==> src/rtl/tube_arbiter.sv <==
// Round-robin arbiter that time-shares the seven-segment display between NREQ producers,
// holding each accepted word for a minimum dwell; requester 0 may optionally pre-empt.
module tube_arbiter #(
    parameter int                NREQ        = 4,
    parameter int                DATA_W      = 32,
    parameter int                HOLD_CYCLES = 4,
    parameter bit                PREEMPT0    = 1'b1,
    parameter logic [DATA_W-1:0] RESET_VAL   = '0
) (
    input  logic                      clk,
    input  logic                      rst,
    input  logic [NREQ-1:0]           req_valid,
    input  logic [NREQ*DATA_W-1:0]    req_data,
    output logic [NREQ-1:0]           req_ack,
    output logic [DATA_W-1:0]         disp_data,
    output logic [$clog2(NREQ)-1:0]   disp_owner,
    output logic                      disp_busy
);
    localparam int OW = $clog2(NREQ);
    localparam int HW = $clog2(HOLD_CYCLES);

    localparam logic [0:0] IDLE = 1'b0;
    localparam logic [0:0] SHOW = 1'b1;

    logic [0:0]    state;
    logic [HW-1:0] hold_cnt;
    logic [OW-1:0] rr_ptr;

    logic          rr_found;
    logic [OW-1:0] rr_idx;
    logic [OW-1:0] scan_idx;
    logic          preempt;
    logic          accept;
    logic [OW-1:0] grant_idx;
    logic [OW-1:0] next_ptr;

    // First valid requester at or after rr_ptr, wrapping around.
    always_comb begin
        rr_found = 1'b0;
        rr_idx   = '0;
        scan_idx = '0;
        for (int k = 0; k < NREQ; k++) begin
            scan_idx = OW'((int'(rr_ptr) + k) % NREQ);
            if (!rr_found && req_valid[scan_idx]) begin
                rr_found = 1'b1;
                rr_idx   = scan_idx;
            end
        end
    end

    always_comb begin
        preempt   = PREEMPT0 && (state == SHOW) && (hold_cnt != '0) &&
                    req_valid[0] && (disp_owner != '0);
        accept    = preempt || (rr_found && (state == IDLE || hold_cnt == '0));
        grant_idx = preempt ? '0 : rr_idx;
        next_ptr  = OW'((int'(grant_idx) + 1) % NREQ);
    end

    always_ff @(posedge clk) begin
        if (rst) begin
            state      <= IDLE;
            hold_cnt   <= '0;
            rr_ptr     <= '0;
            req_ack    <= '0;
            disp_data  <= RESET_VAL;
            disp_owner <= '0;
            disp_busy  <= 1'b0;
        end else begin
            req_ack <= '0;
            if (accept) begin
                // Only the granted slot is read, so junk on other slots never reaches the display.
                disp_data          <= req_data[int'(grant_idx)*DATA_W +: DATA_W];
                disp_owner         <= grant_idx;
                req_ack[grant_idx] <= 1'b1;
                hold_cnt           <= HW'(HOLD_CYCLES - 1);
                rr_ptr             <= next_ptr;
                state              <= SHOW;
                disp_busy          <= 1'b1;
            end else if (state == SHOW && hold_cnt != '0) begin
                hold_cnt  <= hold_cnt - 1'b1;
                disp_busy <= (hold_cnt != HW'(1));
            end else begin
                state     <= IDLE;
                disp_busy <= 1'b0;
            end
        end
    end
endmodule

==> config.mk <==
export PLATFORM = sky130hd
export DESIGN_NAME = tube_arbiter
export DESIGN_NICKNAME = d
export VERILOG_FILES = /design/src/rtl/tube_arbiter.sv
export SDC_FILE = /design/constraint.sdc
export NUM_CORES = 1
export LEC_CHECK = 0
export CAP_MARGIN = 0
export CORE_UTILIZATION = 42
export CTS_CLUSTER_DIAMETER = 60
export CTS_CLUSTER_SIZE = 25
export DETAILED_ROUTE_END_ITERATION = 8
export MAX_ROUTING_LAYER = met4
export PLACE_DENSITY = 0.94
export SLEW_MARGIN = 20
export SYNTH_ARGS = -nofsm -noshare
export SYNTH_HDL_FRONTEND = slang
export SYNTH_SLANG_ARGS = --single-unit
==> constraint.sdc <==
create_clock -name clk -period 5.75 [get_ports clk]
set_input_delay 0.575 -clock clk [delete_from_list [all_inputs] [get_ports clk]]
set_output_delay 0.575 -clock clk [all_outputs]
set_load 0.01 [all_outputs]
==> flow_metrics.env, run 1 <==
export IMPL_leakage_nw=1.73
export IMPL_drt_wl_total_mm=11.7
export IMPL_finalHoldViolations=0
export IMPL_crit_buf_inv=1
export IMPL_cp_end_kind="register"
export IMPL_overflow=0
export IMPL_synth_distinct_cells=40
export IMPL_cts_tree="done"
export IMPL_critPathMaxFanout=33
export IMPL_clock_latency_ns=0.30
export IMPL_grt_pass1_wl_mm=18.4
export IMPL_max_vdd_ir_drop_v=0.000139
export IMPL_fin_crit_sh_pct=54.5
export IMPL_p_per_area_nw_per_um2=252
export IMPL_critPathKind="reg -> reg"
export IMPL_drive_above_1_share_pct=4.71
export IMPL_slowest_delay_ns=0.88
export IMPL_final_common_cell="clkdlybuf4s50_1"
export IMPL_hp_class="reg -> reg"
export IMPL_die_h_um=86.5
export IMPL_synth_edf_count=0
export IMPL_rr_startpoint="hold_cnt[0]$_SDFFE_PP0P_"
export IMPL_rsz0062_at_grt="no"
export IMPL_ys_ff_latch=44
export IMPL_cts_resized=0
export IMPL_syn_inst=391
export IMPL_synthToLayoutAreaGrowth_pct=60.6
export IMPL_slew_violations=0
export IMPL_outcome="finished, final reports clean"
export IMPL_die_area_sq_um=7480
export IMPL_synth_area_leaders="dfxtp_1, a311oi_1, a21oi_1"
export IMPL_crit_chain="inv_1, ha_1, nand2b_1, o21ai_0, a21o_1, a21oi_1, a311oi_1"
export IMPL_synth_nets=527
export IMPL_die_width_um=86.5
export IMPL_setup_violations=0
export IMPL_path_delay_family="compound AO/OA/AOI/OAI gates"
export IMPL_relSlewSlack_pct=23.7
export IMPL_final_cell_mix="clkdlybuf4s50_1, a21oi_1, nand3_1, dfxtp_1, nor2_1"
export IMPL_cap_violations=0
export IMPL_synth_area_per_cell_sq_um=7.67
export IMPL_startpoint="hold_cnt[0]$_SDFFE_PP0P_"
export IMPL_yosysTopAreaCell="dfxtp_1"
export IMPL_final_area_sq_um=4810
export IMPL_skew_ns=0.00610
export IMPL_coreArea_sq_um=6830
export IMPL_min_from="disp_data[0]$_SDFFE_PP0P_"
export IMPL_critPathSlowestCell="a21o_1"
export IMPL_rows=30
export IMPL_postRouteAntennaNets=0
export IMPL_ios=173
export IMPL_netlist_area_sq_um=3000
export IMPL_dr_pass1_iters=5
export IMPL_grt_max_degree=45
export IMPL_synthArstFlopShare_pct=0
export IMPL_cp_arrival_ns=3.33
export IMPL_first_global_vias=3947
export IMPL_finalCriticalPeriod_ns=3.14
export IMPL_gp_congestion=0.870
export IMPL_fill_cells=557
export IMPL_finalNetCount=666
export IMPL_portBuffers=172
export IMPL_ys_warn_count=0
export IMPL_postCtsHoldBufs=0
export IMPL_placed_area_sq_um=4700
export IMPL_start_util_pct=43.9
export IMPL_setup_tns_ns=0
export IMPL_clock_fmax_mhz=319
export IMPL_hpwlAfterDp_mm=8.16
export IMPL_crit_required_ns=5.95
export IMPL_synth_main_ff_cell="dfxtp_1"
export IMPL_vias=3891
export IMPL_cts_root_buf="clkbuf_8"
export IMPL_cts_max_level=2
export IMPL_worst_slew_pin_slew_ns=1.14
export IMPL_post_cts_buffers=0
export IMPL_drc=0
export IMPL_cts_sinks=44
export IMPL_drtIter0Drc=251
export IMPL_ys_seq_area_share_pct=29.4
export IMPL_cp_start_kind="register"
export IMPL_antenna_cells=0
export IMPL_wl_per_cell_um=18.7
export IMPL_clockBufferDepth=2
export IMPL_antenna_found_initial=0
export IMPL_grtUsageTotal_pct=32.2
export IMPL_viasPerCell=6.21
export IMPL_cts_buffers=5
export IMPL_yosysTopAreaCellShare_pct=29.4
export IMPL_clkSlewWorstSetupHoldPaths_ns=0.09
## synth_stat cells (all sizes together), types with 2 or more instances
| cell type | n |
|---|---|
| a21oi | 55 |
| dfxtp | 44 |
| nand3 | 44 |
| nor2 | 42 |
| a311oi | 34 |
| o21ai | 34 |
| clkbuf | 33 |
| mux2i | 22 |
| nor4b | 21 |
| buf | 13 |
| a211o | 11 |
| nand2 | 5 |
| nor3 | 4 |
| inv | 3 |
| nand2b | 3 |
| or3 | 3 |
| a211oi | 2 |
| ha | 2 |
| nor2b | 2 |
## cells by family after synthesis
family | share of synthesized area, %
AO/OA/AOI/OAI | 31.6
XOR/XNOR | 0.292
adder cells (fa/ha/maj) | 0.835
buffers and inverters | 7.26
flip-flops | 29.4
multiplexers | 7.35
AND/OR/NAND/NOR | 23.3
## per-layer routing
metal	track usage [%]	vias up	wire, um
li1	-	1763	-
met1	36.8	1832	4580
met2	55.6	263	5860
met3	6.00	33	1040
met4	13.2	0	267
met5	-	-	0
## final cells by class
class / instances / area [sq um] / share of cell area [%]
clock buffers: 6 / 72.6 / 1.51
multi-input cells: 298 / 1930 / 40.0
clock inverters: 2 / 35.0 / 0.728
repair buffers: 178 / 1770 / 36.7
inverters: 3 / 11.3 / 0.234
flip-flops and latches: 44 / 881 / 18.3
well taps: 96 / 120 / 2.50
## stage by stage
step / util (%) / worst slack, ns / hold WS, ns / std cells / power (mW)
floorplan: - / 3.72 / 0.466 / 391 / 0.715
global placement: 68.9 / 2.59 / 0.483 / 619 / 0.949
detailed placement: 68.9 / 2.43 / 0.495 / 619 / 0.968
CTS: 70.4 / 2.66 / 0.508 / 627 / 1.21
global route: 70.5 / 2.42 / 0.525 / 627 / 1.28
finish: 70.5 / 2.61 / 0.505 / 627 / 1.21
## worst register-to-register path: stages (launching register included)
cell and delay (ns):
dfxtp_1 0.40, inv_1 0.06, ha_1 0.20, nand2b_1 0.55
o21ai_0 0.35, a21o_1 0.88, a21oi_1 0.24, a311oi_1 0.36
## power by group
part,switching [mW],internal [mW]
clock network,0.115,0.129
logic,0.300,0.283
registers,0.0322,0.355
## state kept, by name (all words and copies together), names as in the netlist
| signal | count |
|---|---|
| disp_data | 32 |
| req_ack | 4 |
| disp_owner | 2 |
| hold_cnt | 2 |
| rr_ptr | 2 |
| disp_busy | 1 |
| state | 1 |
## path summary, 6_finish.rpt
kind                                      to  slack, ns  depth (start not counted)
setup / recovery  disp_data[15]$_SDFFE_PP0P_       2.61                          7
hold reg to reg    disp_data[0]$_SDFFE_PP0P_       0.51                          2
setup reg to reg  disp_data[15]$_SDFFE_PP0P_       2.61                          7
hold / removal     disp_data[0]$_SDFFE_PP0P_       0.51                          2
No activity file was read; power rests on OpenSTA's default activity.
==> run 2: changes to the inputs <==
Settings changed: CORE_UTILIZATION 42 to 39, PLACE_DENSITY 0.94 to 0.88.
Clock period 5.75 ns to 3.29 ns, I/O delays scaled along.
==> run 2 against run 1 <==
- clock power up 100%
- hold slack worse by 0.0082 ns
- core utilization down 3.2 points
- first-iteration DRC count up 33%
- routed wire length up 3.7%
- sequential share of layout area down 0.44 points
- cell count up 2.1%
- die area up 7.5%
- critical path type is now in -> reg
- critical endpoint is now disp_data[8]$_SDFFE_PP0P_
- largest cell class unchanged
- highest routed layer unchanged
==> flow_metrics.env, run 2 (synthesis gave the netlist of run 1 again) <==
export IMPL_reg_largest_list="disp_data (32), req_ack (4)"
export IMPL_die_h_um=89.7
export IMPL_grt_pass1_wl_mm=18.5
export IMPL_portBuffers=172
export IMPL_fin_crit_sh_pct=82.0
export IMPL_skew_ns=0.00943
export IMPL_hpwlAfterDp_mm=8.74
export IMPL_drtIter0Drc=335
export IMPL_finalHoldViolations=0
export IMPL_setup_violations=0
export IMPL_cts_sinks=44
export IMPL_whs_ns=0.497
export IMPL_grt_max_degree=45
export IMPL_rsz0062_at_grt="no"
export IMPL_postRouteAntennaNets=0
export IMPL_die_width_um=89.7
export IMPL_p_per_area_nw_per_um2=452
export IMPL_clockBufferDepth=2
export IMPL_drt_wl_total_mm=12.2
export IMPL_fin_ws_ns=0.591
export IMPL_critPathKind="in -> reg"
export IMPL_final_area_sq_um=4930
export IMPL_leakage_nw=1.79
export IMPL_finalCriticalPeriod_ns=2.70
export IMPL_setup_tns_ns=0
export IMPL_r2r_setup_slack_ns=0.64
export IMPL_viasPerCell=6.12
export IMPL_hp_class="reg -> reg"
export IMPL_outcome="finished, final reports clean"
export IMPL_drive_above_1_share_pct=6.47
export IMPL_rows=31
export IMPL_clkSlewWorstSetupHoldPaths_ns=0.09
export IMPL_wl_per_cell_um=19.0
export IMPL_grtUsageTotal_pct=30.9
export IMPL_max_vdd_ir_drop_v=0.000311
export IMPL_slew_violations=0
export IMPL_post_cts_buffers=0
export IMPL_cts_buffers=5
export IMPL_clock_fmax_mhz=370
export IMPL_drc=0
export IMPL_start_util_pct=40.9
export IMPL_cts_tree="done"
export IMPL_largest_reg_flops=32
export IMPL_overflow=0
export IMPL_final_cells=640
export IMPL_clock_latency_ns=0.29
export IMPL_largest_register="disp_data"
export IMPL_worst_slew_pin_slew_ns=1.09
export IMPL_crit_required_ns=3.45
export IMPL_cap_violations=0
export IMPL_cp_end_kind="register"
export IMPL_antenna_cells=0
export IMPL_cts_root_buf="clkbuf_8"
export IMPL_first_global_vias=3904
export IMPL_antenna_found_initial=0
export IMPL_dr_pass1_iters=5
export IMPL_finalNetCount=677
export IMPL_ios=173
export IMPL_critPathMaxFanout=44
export IMPL_cp_start_kind="primary input"
export IMPL_cts_max_level=2
export IMPL_placed_area_sq_um=4800
export IMPL_dp_cells=633
export IMPL_cp_arrival_ns=2.86
export IMPL_place_ws_ns=0.368
export IMPL_coreArea_sq_um=7330
export IMPL_fill_cells=591
export IMPL_cts_resized=0
export IMPL_postCtsHoldBufs=0
export IMPL_final_cell_mix="clkdlybuf4s50_1, a21oi_1, nand3_1, dfxtp_1, nor2_1"
export IMPL_gp_congestion=0.864
export IMPL_vias=3914
export IMPL_synthToLayoutAreaGrowth_pct=64.5
export IMPL_relSlewSlack_pct=27.5
export IMPL_final_common_cell="clkdlybuf4s50_1"
export IMPL_die_area_sq_um=8040
[run 2: worst paths after layout]
| kind | from | end | cells after the start |
|---|---|---|---|
| worst max-delay path | req_valid[0] | disp_data[8]$_SDFFE_PP0P_ | 6 |
| worst max register to register | rr_ptr[1]$_SDFFE_PP0P_ | disp_data[12]$_SDFFE_PP0P_ | 5 |
| worst min-delay path | disp_owner[1]$_SDFFE_PP0P_ | disp_owner[1]$_SDFFE_PP0P_ | 2 |
| worst min register to register | disp_owner[1]$_SDFFE_PP0P_ | disp_owner[1]$_SDFFE_PP0P_ | 2 |
[run 2: routing by layer]
metal	part of all wire, %	GRT usage [%]	wire length [um]
met1	38	36.2	4680
met2	49	51.4	5970
met3	9.4	6.58	1140
met4	3.1	12.8	383
met5	0	-	0
[run 2: layout make-up]
| class | count | area [sq um] | share of cell area, % |
|---|---|---|---|
| Inverter | 3 | 11.3 | 0.228 |
| Multi-Input combinational cell | 298 | 1930 | 39.0 |
| Timing Repair Buffer | 189 | 1860 | 37.7 |
| Clock buffer | 5 | 68.8 | 1.40 |
| Clock inverter | 2 | 60.1 | 1.22 |
| Sequential cell | 44 | 881 | 17.9 |
| Tap cell | 99 | 124 | 2.51 |
[run 2: report_power, final]
group	total (mW)	switching, mW	internal [mW]
clock	0.490	0.191	0.299
sequential	0.676	0.0559	0.620
combinational	1.06	0.539	0.524
[run 2: worst max-delay path: stages]
cell,delay (ns)
clkdlybuf4s50_1,0.60
nand2_1,0.16
nor2_1,0.27
or3_2,0.88
mux2i_1,0.19
a311oi_1,0.38
[run 2: per-stage QoR]
stage	util, %	power [mW]
2_1_floorplan	-	1.25
3_3_place_gp	65.5	1.71
3_5_place_dp	65.5	1.73
4_1_cts	67.3	2.22
5_1_grt	67.3	2.35
6_report	67.3	2.23
==> run 3: changes to the inputs <==
Clock period 3.29 ns to 2.7 ns, I/O delays scaled along.
==> run 3 against run 2 <==
- cell area grew 1.3%
- via count grew 1.6%
- clock power grew 23%
- largest power group unchanged
==> flow_metrics.env, run 3 (synthesis gave the netlist of run 1 again) <==
export IMPL_outcome="finished, final reports clean"
export IMPL_coreArea_sq_um=7330
export IMPL_clock_latency_ns=0.30
export IMPL_cap_violations=0
export IMPL_start_util_pct=40.9
export IMPL_viasPerCell=6.17
export IMPL_drtIter0Drc=328
export IMPL_leakage_nw=1.83
export IMPL_finalCriticalPeriod_ns=2.36
export IMPL_min_from="disp_data[1]$_SDFFE_PP0P_"
export IMPL_r2r_end="disp_data[6]$_SDFFE_PP0P_"
export IMPL_die_area_sq_um=8040
export IMPL_fill_cells=571
export IMPL_critPathKind="reg -> reg"
export IMPL_final_cell_mix="clkdlybuf4s50_1, a21oi_1, nand3_1, dfxtp_1, nor2_1"
export IMPL_worst_slew_pin_slew_ns=0.879
export IMPL_cts_root_buf="clkbuf_8"
export IMPL_portBuffers=172
export IMPL_dr_pass1_iters=5
export IMPL_largest_register="disp_data"
export IMPL_reg_largest_list="disp_data (32), req_ack (4)"
export IMPL_gp_congestion=0.876
export IMPL_hold_path_endpoint="disp_data[1]$_SDFFE_PP0P_"
export IMPL_finalNetCount=682
export IMPL_relSlewSlack_pct=41.3
export IMPL_total_power_mw=2.76
export IMPL_rr_startpoint="hold_cnt[0]$_SDFFE_PP0P_"
export IMPL_wl_per_cell_um=18.8
export IMPL_cts_buffers=5
export IMPL_overflow=0
export IMPL_regArea_sq_um=881
export IMPL_worst_r2r_cell_count=8
export IMPL_cp_start_kind="register"
export IMPL_clkSlewWorstSetupHoldPaths_ns=0.09
export IMPL_startpoint="hold_cnt[0]$_SDFFE_PP0P_"
export IMPL_cp_arrival_ns=2.54
export IMPL_multi_input_area_sq_um=1930
export IMPL_post_cts_buffers=0
export IMPL_max_vdd_ir_drop_v=0.000259
export IMPL_antenna_found_initial=0
export IMPL_cts_resized=0
export IMPL_cts_tree="done"
export IMPL_hp_class="reg -> reg"
export IMPL_drc=0
export IMPL_ios=173
export IMPL_grt_pass1_wl_mm=18.4
export IMPL_synthToLayoutAreaGrowth_pct=66.6
export IMPL_grtUsageTotal_pct=30.7
export IMPL_antenna_cells=0
export IMPL_whs_ns=0.502
export IMPL_fin_crit_sh_pct=87.4
export IMPL_rows=31
export IMPL_first_global_vias=3817
export IMPL_setup_tns_ns=0
export IMPL_rsz0062_at_grt="no"
export IMPL_die_h_um=89.7
export IMPL_drive_above_1_share_pct=7.33
export IMPL_cts_sinks=44
export IMPL_critPathMaxFanout=20
export IMPL_clock_fmax_mhz=424
export IMPL_hold_depth=2
export IMPL_largest_reg_flops=32
export IMPL_setup_violations=0
export IMPL_drt_wl_total_mm=12.1
export IMPL_cp_end_kind="register"
export IMPL_die_width_um=89.7
export IMPL_postCtsHoldBufs=0
export IMPL_vias=3978
export IMPL_skew_ns=0.00777
export IMPL_p_per_area_nw_per_um2=552
export IMPL_finalHoldViolations=0
export IMPL_cts_max_level=2
export IMPL_final_common_cell="clkdlybuf4s50_1"
export IMPL_postRouteAntennaNets=0
export IMPL_r2r_setup_slack_ns=0.34
export IMPL_hpwlAfterDp_mm=8.66
export IMPL_clockBufferDepth=2
export IMPL_crit_required_ns=2.88
export IMPL_grt_max_degree=45
export IMPL_slew_violations=0
[run 3: cell count changes in the layout (fill, tap and decap cells not counted), sizes merged]
cell and change:
buf +5
[run 3: metrics by stage]
stage | std cells | util, % | area (sq um) | setup slack (ns)
finish | 645 | 68.1 | 4990 | 0.341
global route | 645 | 68.1 | 4990 | 0.183
CTS | 645 | 68.1 | 4990 | 0.389
detailed placement | 638 | 66.4 | 4870 | 0.180
global placement | 638 | 66.4 | 4870 | 0.258
floorplan | 391 | - | 3000 | 0.809
[run 3: cell type report]
| class | instances | share of cell area [%] |
|---|---|---|
| clock buffers | 5 | 1.38 |
| clock inverters | 2 | 1.20 |
| inverters | 3 | 0.225 |
| multi-input cells | 298 | 38.6 |
| flip-flops and latches | 44 | 17.6 |
| well taps | 99 | 2.48 |
| repair buffers | 194 | 38.5 |
[run 3: power by group]
part	switching [mW]	total, mW	leakage (nW)	internal [mW]
combinational	0.669	1.33	1.40	0.664
clock	0.238	0.602	0.0642	0.365
sequential	0.0674	0.822	0.366	0.755
[run 3: routing by layer]
layer | track usage, % | wire length, um | part of all wire (%) | vias up
met5 | - | 0 | 0 | -
met4 | 12.4 | 420 | 3.5 | 0
met3 | 5.39 | 1010 | 8.3 | 39
met2 | 50.8 | 5910 | 49 | 249
met1 | 37.0 | 4810 | 40 | 1890
li1 | - | - | - | 1800
[run 3: worst max-delay path by stage]
stage / depth (start not counted) / to
after global placement: 7 / disp_data[10]$_SDFFE_PP0P_
after detailed placement: 7 / disp_data[9]$_SDFFE_PP0P_
after global routing: 8 / disp_data[6]$_SDFFE_PP0P_
after floorplan: 9 / disp_data[18]$_SDFFE_PP0P_
after CTS: 8 / disp_data[6]$_SDFFE_PP0P_
final: 8 / disp_data[6]$_SDFFE_PP0P_
[run 3: worst max-delay path, cell delays in order, from the launching register on]
cell	delay (ns)
dfxtp_1	0.39
inv_1	0.06
ha_1	0.20
nand2b_1	0.17
nor2_2	0.68
buf_4	0.35
nor4b_1	0.08
mux2i_1	0.18
a311oi_1	0.11
